--- src/rtl/moonbase_pkg.sv ---
// Shared constants and bus payload types for the moonbase external bus block.
// MOONBASE_SPLIT_SPACE_EN selects 256-byte split code/data storage; otherwise 128 bytes aliased.
package moonbase_pkg;

    localparam int unsigned STROBE   = 7;
    localparam int unsigned CODE_SEL = 6;
    localparam int unsigned RAM_WR_N = 5;
    localparam int unsigned DEV_WR_N = 4;

    localparam int unsigned ADDR_W = 7;

`ifdef MOONBASE_SPLIT_SPACE_EN
    localparam int unsigned MEM_AW = ADDR_W + 1;
`else
    localparam int unsigned MEM_AW = ADDR_W;
`endif

    localparam int unsigned MEM_DEPTH = 32'(1) << MEM_AW;

    // Low seven bits of bus_out during a data cycle
    typedef struct packed {
        logic       code_sel;
        logic       ram_wr_n;
        logic       dev_wr_n;
        logic [3:0] nibble;
    } bus_data_t;

    function automatic bus_data_t decode_data(input logic [7:0] bus_byte);
        return bus_data_t'(bus_byte[ADDR_W-1:0]);
    endfunction

endpackage

--- src/rtl/moonbase_ext_bus_if.sv ---
// CPU bus and program-loader signals between the CPU side (master) and the bus block (slave).
interface moonbase_ext_bus_if;

    logic [7:0] bus_out;
    logic [3:0] ram_data;
    logic [1:0] dev_data;
    logic       load_valid;
    logic       load_ready;
    logic [7:0] load_addr;
    logic [7:0] load_data;

    modport master (
        output bus_out,
        output load_valid,
        output load_addr,
        output load_data,
        input  ram_data,
        input  dev_data,
        input  load_ready
    );

    modport slave (
        input  bus_out,
        input  load_valid,
        input  load_addr,
        input  load_data,
        output ram_data,
        output dev_data,
        output load_ready
    );

endinterface

--- src/rtl/moonbase_nibble_ram.sv ---
// Byte storage with a CPU nibble read/write port and a loader byte-write port.
// The CPU port wins when both write in the same cycle; contents are never reset.
module moonbase_nibble_ram
    import moonbase_pkg::*;
(
    input  logic              clk,
    input  logic              cpu_we,
    input  logic [MEM_AW-1:0] cpu_addr,
    input  logic              cpu_lo,
    input  logic [3:0]        cpu_wdata,
    output logic [3:0]        cpu_rdata_c,
    input  logic              byte_we,
    input  logic [MEM_AW-1:0] byte_addr,
    input  logic [7:0]        byte_wdata
);

    logic [7:0]        mem_q [MEM_DEPTH];
    logic [7:0]        cpu_byte_c;
    logic              we_d;
    logic [MEM_AW-1:0] waddr_d;
    logic [7:0]        wdata_d;

    assign cpu_byte_c  = mem_q[cpu_addr];
    assign cpu_rdata_c = cpu_lo ? cpu_byte_c[3:0] : cpu_byte_c[7:4];

    // Nibble writes merge with the untouched half of the current byte
    always_comb begin
        we_d    = 1'b0;
        waddr_d = byte_addr;
        wdata_d = byte_wdata;
        if (cpu_we) begin
            we_d    = 1'b1;
            waddr_d = cpu_addr;
            wdata_d = cpu_lo ? {cpu_byte_c[7:4], cpu_wdata} : {cpu_wdata, cpu_byte_c[3:0]};
        end else if (byte_we) begin
            we_d = 1'b1;
        end
    end

    always_ff @(posedge clk) begin
        if (we_d) begin
            mem_q[waddr_d] <= wdata_d;
        end
    end

endmodule

--- src/rtl/moonbase_ext_bus.sv ---
// CPU external bus: address latch, nibble-serial RAM/device access, input sync and program loader.
// MOONBASE_SPLIT_SPACE_EN adds the code/data space bit to RAM addressing.
module moonbase_ext_bus
    import moonbase_pkg::*;
#(
    parameter int unsigned N_DEV = 4
) (
    input  logic                 clk,
    input  logic                 reset,
    moonbase_ext_bus_if.slave    bus,
    input  logic [2*N_DEV-1:0]   dev_in,
    output logic [8*N_DEV-1:0]   dev_out
);

    localparam int unsigned IDX_W = (N_DEV > 1) ? $clog2(N_DEV) : 1;

    bus_data_t             fields_c;
    logic                  strobe_c;
    logic                  data_cyc_c;
    logic                  ram_we_c;
    logic                  dev_we_c;
    logic                  load_ready_c;
    logic                  load_we_c;
    logic [IDX_W-1:0]      dev_idx_c;
    logic [MEM_AW-1:0]     cpu_addr_c;
    logic [MEM_AW-1:0]     load_addr_c;
    logic [3:0]            ram_rd_c;

    logic [ADDR_W-1:0]     latch_q, latch_d;
    logic                  nib_q, nib_d;
    logic [N_DEV-1:0][7:0] dev_reg_q, dev_reg_d;
    logic [N_DEV-1:0][1:0] sync1_q, sync1_d;
    logic [N_DEV-1:0][1:0] sync2_q, sync2_d;

    assign fields_c   = decode_data(bus.bus_out);
    assign strobe_c   = bus.bus_out[STROBE];
    assign data_cyc_c = ~strobe_c;
    assign dev_idx_c  = latch_q[IDX_W-1:0];

    // Writes are dropped while reset is high so a mid-write reset cannot commit
    assign ram_we_c     = data_cyc_c & ~fields_c.ram_wr_n & ~reset;
    assign dev_we_c     = data_cyc_c & ~fields_c.dev_wr_n & ~reset;
    assign load_ready_c = ~reset & ~(data_cyc_c & ~fields_c.ram_wr_n);
    assign load_we_c    = bus.load_valid & load_ready_c;

`ifdef MOONBASE_SPLIT_SPACE_EN
    assign cpu_addr_c  = {fields_c.code_sel, latch_q};
    assign load_addr_c = bus.load_addr;
`else
    logic unused_space;
    assign cpu_addr_c   = latch_q;
    assign load_addr_c  = bus.load_addr[ADDR_W-1:0];
    assign unused_space = fields_c.code_sel ^ bus.load_addr[7];
`endif

    // Strobe reloads the latch and restarts at the high nibble; data cycles alternate nibbles
    always_comb begin
        latch_d = latch_q;
        nib_d   = nib_q;
        if (strobe_c) begin
            latch_d = bus.bus_out[ADDR_W-1:0];
            nib_d   = 1'b0;
        end else begin
            nib_d = ~nib_q;
        end
    end

    always_comb begin
        dev_reg_d = dev_reg_q;
        if (dev_we_c) begin
            if (nib_q) begin
                dev_reg_d[dev_idx_c][3:0] = fields_c.nibble;
            end else begin
                dev_reg_d[dev_idx_c][7:4] = fields_c.nibble;
            end
        end
    end

    always_comb begin
        sync1_d = dev_in;
        sync2_d = sync1_q;
    end

    always_ff @(posedge clk or posedge reset) begin
        if (reset) begin
            latch_q   <= '0;
            nib_q     <= 1'b0;
            dev_reg_q <= '0;
            sync1_q   <= '0;
            sync2_q   <= '0;
        end else begin
            latch_q   <= latch_d;
            nib_q     <= nib_d;
            dev_reg_q <= dev_reg_d;
            sync1_q   <= sync1_d;
            sync2_q   <= sync2_d;
        end
    end

    moonbase_nibble_ram u_ram (
        .clk         (clk),
        .cpu_we      (ram_we_c),
        .cpu_addr    (cpu_addr_c),
        .cpu_lo      (nib_q),
        .cpu_wdata   (fields_c.nibble),
        .cpu_rdata_c (ram_rd_c),
        .byte_we     (load_we_c),
        .byte_addr   (load_addr_c),
        .byte_wdata  (bus.load_data)
    );

    assign bus.ram_data   = ram_rd_c;
    assign bus.dev_data   = sync2_q[dev_idx_c];
    assign bus.load_ready = load_ready_c;
    assign dev_out        = dev_reg_q;

endmodule

--- src/flat_wrapper.sv ---
// flat-port wrapper written by rule: the top's interface ports become plain ports
module moonbase_ext_bus_flat import moonbase_pkg::*;
#(
    parameter int unsigned N_DEV = 4
)
  (clk, reset, dev_in, dev_out, bus_bus_out, bus_load_valid, bus_load_addr, bus_load_data, bus_ram_data, bus_dev_data, bus_load_ready);
  moonbase_ext_bus_if bus_i ();
  input  logic clk;
  input  logic reset;
  input  logic [2*N_DEV-1:0] dev_in;
  output logic [8*N_DEV-1:0] dev_out;
  input wire logic [$bits(bus_i.bus_out)-1:0] bus_bus_out;
  input wire logic [$bits(bus_i.load_valid)-1:0] bus_load_valid;
  input wire logic [$bits(bus_i.load_addr)-1:0] bus_load_addr;
  input wire logic [$bits(bus_i.load_data)-1:0] bus_load_data;
  output wire logic [$bits(bus_i.ram_data)-1:0] bus_ram_data;
  output wire logic [$bits(bus_i.dev_data)-1:0] bus_dev_data;
  output wire logic [$bits(bus_i.load_ready)-1:0] bus_load_ready;
  assign bus_i.bus_out = bus_bus_out;
  assign bus_i.load_valid = bus_load_valid;
  assign bus_i.load_addr = bus_load_addr;
  assign bus_i.load_data = bus_load_data;
  assign bus_ram_data = bus_i.ram_data;
  assign bus_dev_data = bus_i.dev_data;
  assign bus_load_ready = bus_i.load_ready;
  moonbase_ext_bus #(.N_DEV(N_DEV)) u_core (.clk(clk), .reset(reset), .bus(bus_i), .dev_in(dev_in), .dev_out(dev_out));
endmodule
--- config.mk ---
export PLATFORM = sky130hd
export DESIGN_NAME = moonbase_ext_bus_flat
export DESIGN_NICKNAME = d
export VERILOG_FILES = /design/src/rtl/moonbase_pkg.sv /design/src/rtl/moonbase_ext_bus_if.sv /design/src/rtl/moonbase_nibble_ram.sv /design/src/rtl/moonbase_ext_bus.sv /design/src/flat_wrapper.sv
export SDC_FILE = /design/constraint.sdc
export NUM_CORES = 1
export LEC_CHECK = 0
export BUFFER_PORTS_ARGS = -buffer_cell sky130_fd_sc_hd__buf_2
export CAP_MARGIN = 30
export CORE_MARGIN = 8
export CORE_UTILIZATION = 42
export CTS_CLUSTER_DIAMETER = 40
export DETAILED_ROUTE_END_ITERATION = 16
export SYNTH_ARGS = -nofsm -noshare
export SYNTH_HDL_FRONTEND = slang
export SYNTH_SLANG_ARGS = --single-unit
--- constraint.sdc ---
create_clock -name clk -period 7.9 [get_ports clk]
set_input_delay 1.975 -clock clk [delete_from_list [all_inputs] [get_ports clk]]
set_output_delay 1.975 -clock clk [all_outputs]
set_load 0.005 [all_outputs]
==> flow_metrics.py <==
metrics = {
    "run_status": {
        "status": "complete, no violations",
    },
    "clock_tree": {
        "max-clock-path-buffers": 3,
        "cts.clk_slew.worst_paths_ns": 0.06,
        "hold_buffer_count_at_cts": 0,
        "sinks_on_clock_net": 1080,
        "cts_inserted_buffers": 130,
        "cts_resized": 0,
        "clockRootBuffer": "sky130_fd_sc_hd__clkbuf_16",
        "cts_post_setup_buffers_inserted": 0,
        "clock_latency_ns": 0.73,
        "ctsHtreeMaxLevel": 4,
        "tritoncts": "built",
    },
    "yosys": {
        "synth_area_leader_cell": "sky130_fd_sc_hd__edfxtp_1",
        "synth_flop_cell": "sky130_fd_sc_hd__edfxtp_1",
        "synthArstFlopShare_pct": 5.19,
        "synth_edf_count": 1024,
        "netlist_top_cells_count": "sky130_fd_sc_hd__edfxtp_1, sky130_fd_sc_hd__mux4_2, sky130_fd_sc_hd__nor2_1",
        "muxShareOfSynthArea_pct": 16.3,
        "mappedNetlistNets": 2043,
        "yosys_register_bits": 1080,
        "synthesis.area_um2": 42000,
        "fraction_of_the_mapped_netlist_area_in_adder_cells_pct": 0,
        "synthesis.instances": 2008,
        "post-synth-top-count-cell": "sky130_fd_sc_hd__edfxtp_1",
        "avgSynthCellArea_um2": 20.9,
        "largest_family_of_logic_cells_by_synthesized_area": "multiplexers",
        "yosysUniqueCellTypes": 53,
        "synth_largest_type_area_fraction_pct": 73.1,
        "synth_xor_xnor_area_share_pct": 0,
        "share_of_synthesized_area_occupied_by_flip_flops_and_latches_pct": 76.5,
        "post_synth_and_or_nand_nor_area_fraction_pct": 3.20,
        "share_of_the_synthesized_area_in_compound_gates_ao_oa_aoi_oai_pct": 2.58,
        "synth.yosys.warnings": 0,
        "synthTopCellsByArea": "sky130_fd_sc_hd__edfxtp_1, sky130_fd_sc_hd__mux4_2, sky130_fd_sc_hd__dfrtp_1, sky130_fd_sc_hd__mux2_2, sky130_fd_sc_hd__nor2_1",
    },
    "setup_path": {
        "worst-path-max-fanout": 51,
        "setup_slack_reg_to_reg_ns": 2.89,
        "endpoint": "bus_ram_data[3]",
        "worst-endpoint-arrival_ns": 4.90,
        "worstPathRequired_ns": 5.93,
        "r2r-start": "u_core.cpu_addr_c[3]",
        "critPathLaunch": "u_core.cpu_addr_c[0]",
        "crit-reg2reg-capture": "u_core.u_ram.mem_q[88][5]",
        "worst_setup_path_start_kind": "register",
        "r2r_cells": 9,
        "timing.setup.critical_path_class": "register to primary output",
        "critPathCaptureType": "primary output",
    },
    "global_route": {
        "number_of_antenna_violations_at_the_first_check_in_global_routing": 0,
        "grt_max_degree": 129,
        "grt_pass1_wl_um": 150000,
        "total_track_usage_pct": 18.4,
        "grt_overflow_total": 0,
        "first_global_vias": 21421,
    },
    "sta": {
        "relative_slew_slack_pct": 30.7,
        "maximum_clock_frequency_mhz": 145,
        "drv_slew": 0,
        "timing.final.hold_violations": 0,
        "final_critical_path_setup_slack_ns": 1.02,
        "period_share_pct": 87.0,
        "finalCriticalPeriod_ns": 6.88,
        "sum_of_negative_setup_slack_ns": 0,
        "timing.clock.skew_ns": 0.0326,
        "finalSetupViolations": 0,
        "worst_margin_slew_ns": 1.04,
        "unrepaired_setup_endpoints_after_global_routing": "false",
    },
    "power_and_ir_drop": {
        "cellPowerDensity_nw_per_um2": 281,
        "power_uw": 13700,
        "vdd.ir_drop.worst_mv": 0.174,
        "leakage_uw": 0.0155,
    },
    "worst_hold_path": {
        "holdCritPathClass": "register to register",
        "min_delay_path_depth": 0,
    },
    "floorplan": {
        "std_cell_rows": 116,
        "floorplan.die.height_um": 332,
        "die_area_um2": 110000,
        "die_width_um": 332,
        "initial_utilization_pct": 42.2,
        "io-pin-count": 74,
        "core_area_um2": 99700,
    },
    "place": {
        "gp_routability_congestion": 0.827,
        "place.detailed.instances": 3310,
        "post-dp-hpwl_um": 61200,
        "portBuffers": 72,
        "dpl_worst_slack_ns": 1.86,
    },
    "drt": {
        "final_antenna_net_count": 0,
        "route.detailed.vias_per_inst": 5.86,
        "routed-via-count": 20794,
        "totalWireLength_um": 103000,
        "drt_drc_violations_left": 0,
        "first_iter_violations": 2083,
        "first_pass_iteration_count_of_the_detailed_router": 5,
        "avgRoutedWirePerCell_um": 29.1,
    },
    "cells_and_area": {
        "final_layout_size_suffix_gt1_share_pct": 30.1,
        "finalCoreUtilization_pct": 48.8,
        "layoutNonFillerInstCount": 3549,
        "fin_nets": 2183,
        "filler_cell_count": 7913,
        "area_growth_syn_to_layout_pct": 15.8,
        "antennaDiodeCount": 0,
    },
    "job": {
        "drv_cap": 0,
    },
}
==> logic make-up (layout without fill, tap and decap cells) <==
logic type | count (synthesis) | after routing
multiplexers | 345 | 345
flip-flops | 1080 | 1080
AO/OA/AOI/OAI | 156 | 156
buffers and inverters | 120 | 363
AND/OR/NAND/NOR | 307 | 307
==> power breakdown <==
| part | internal [µW] | leakage, µW | switching [µW] |
|---|---|---|---|
| clock | 3690 | 0.00216 | 2380 |
| combinational | 450 | 0.00344 | 719 |
| sequential | 6390 | 0.00991 | 52.9 |
==> critical path: stages, from the launching register on <==
cell                      delay (ns)
sky130_fd_sc_hd__dfrtp_4        0.76
sky130_fd_sc_hd__buf_12         0.41
sky130_fd_sc_hd__buf_4          0.29
sky130_fd_sc_hd__mux4_2         0.56
sky130_fd_sc_hd__a22oi_1        0.25
sky130_fd_sc_hd__a21oi_1        0.17
sky130_fd_sc_hd__o41ai_1        0.82
sky130_fd_sc_hd__o21ai_1        0.32
sky130_fd_sc_hd__nand2_1        0.25
sky130_fd_sc_hd__mux2i_1        0.11
sky130_fd_sc_hd__buf_2          0.18
==> worst min-delay path by stage <==
stage	from	to	slack, ns
after floorplan	u_core.sync1_q[0]	u_core.sync2_q[0]	0.33
after global placement	u_core.sync1_q[7]	u_core.sync2_q[7]	0.34
after detailed placement	u_core.sync1_q[2]	u_core.sync2_q[2]	0.34
after CTS	u_core.sync1_q[2]	u_core.sync2_q[2]	0.35
after global routing	u_core.sync1_q[2]	u_core.sync2_q[2]	0.36
final	u_core.sync1_q[2]	u_core.sync2_q[2]	0.35
==> cells in the final DEF (no fill, tap or decap), drive strengths merged, types with 20 or more instances in the layout <==
master,netlist,routed
nand2,72,72
clkinv,0,34
a22oi,60,60
buf,78,123
a21oi,20,20
clkbuf,37,151
dfrtp,56,56
mux2,49,49
o21ai,20,20
edfxtp,1024,1024
inv,5,28
nand3,33,33
mux4,265,265
mux2i,31,31
nor2,146,146
==> routing by layer <==
layer,GRT usage (%),wire length [µm],vias up
li1,-,-,8654
met1,25.3,43400,11103
met2,29.6,49900,866
met3,3.93,7310,171
met4,5.79,2790,0
met5,0,0,-
==> flip-flops by register name, indices dropped and copies added, names as in the netlist <==
| signal | flops |
|---|---|
| u_core.dev_out | 32 |
| u_core.u_ram.mem_q | 1024 |
| u_core.cpu_addr_c | 7 |
| u_core.nib_q | 1 |
| u_core.sync1_q | 8 |
| u_core.sync2_q | 8 |
==> layout make-up <==
| type | count | area [µm²] | area share, % |
|---|---|---|---|
| sequential | 1080 | 32200 | 66.1 |
| multi-input combinational | 808 | 9390 | 19.3 |
| clock buffer | 151 | 3480 | 7.14 |
| tap | 1298 | 1620 | 3.34 |
| timing repair buffer | 123 | 1040 | 2.14 |
| clock inverter | 84 | 975 | 2.00 |
| inverter | 5 | 18.8 | 0.0385 |
==> stage by stage <==
step / cell area [µm²] / hold slack [ns]
after floorplan: 42100 / 0.331
after global placement: 44100 / 0.338
after detailed placement: 44100 / 0.336
after CTS: 48600 / 0.348
after global routing: 48700 / 0.359
final: 48700 / 0.348
(Power assumes the default switching activity.)
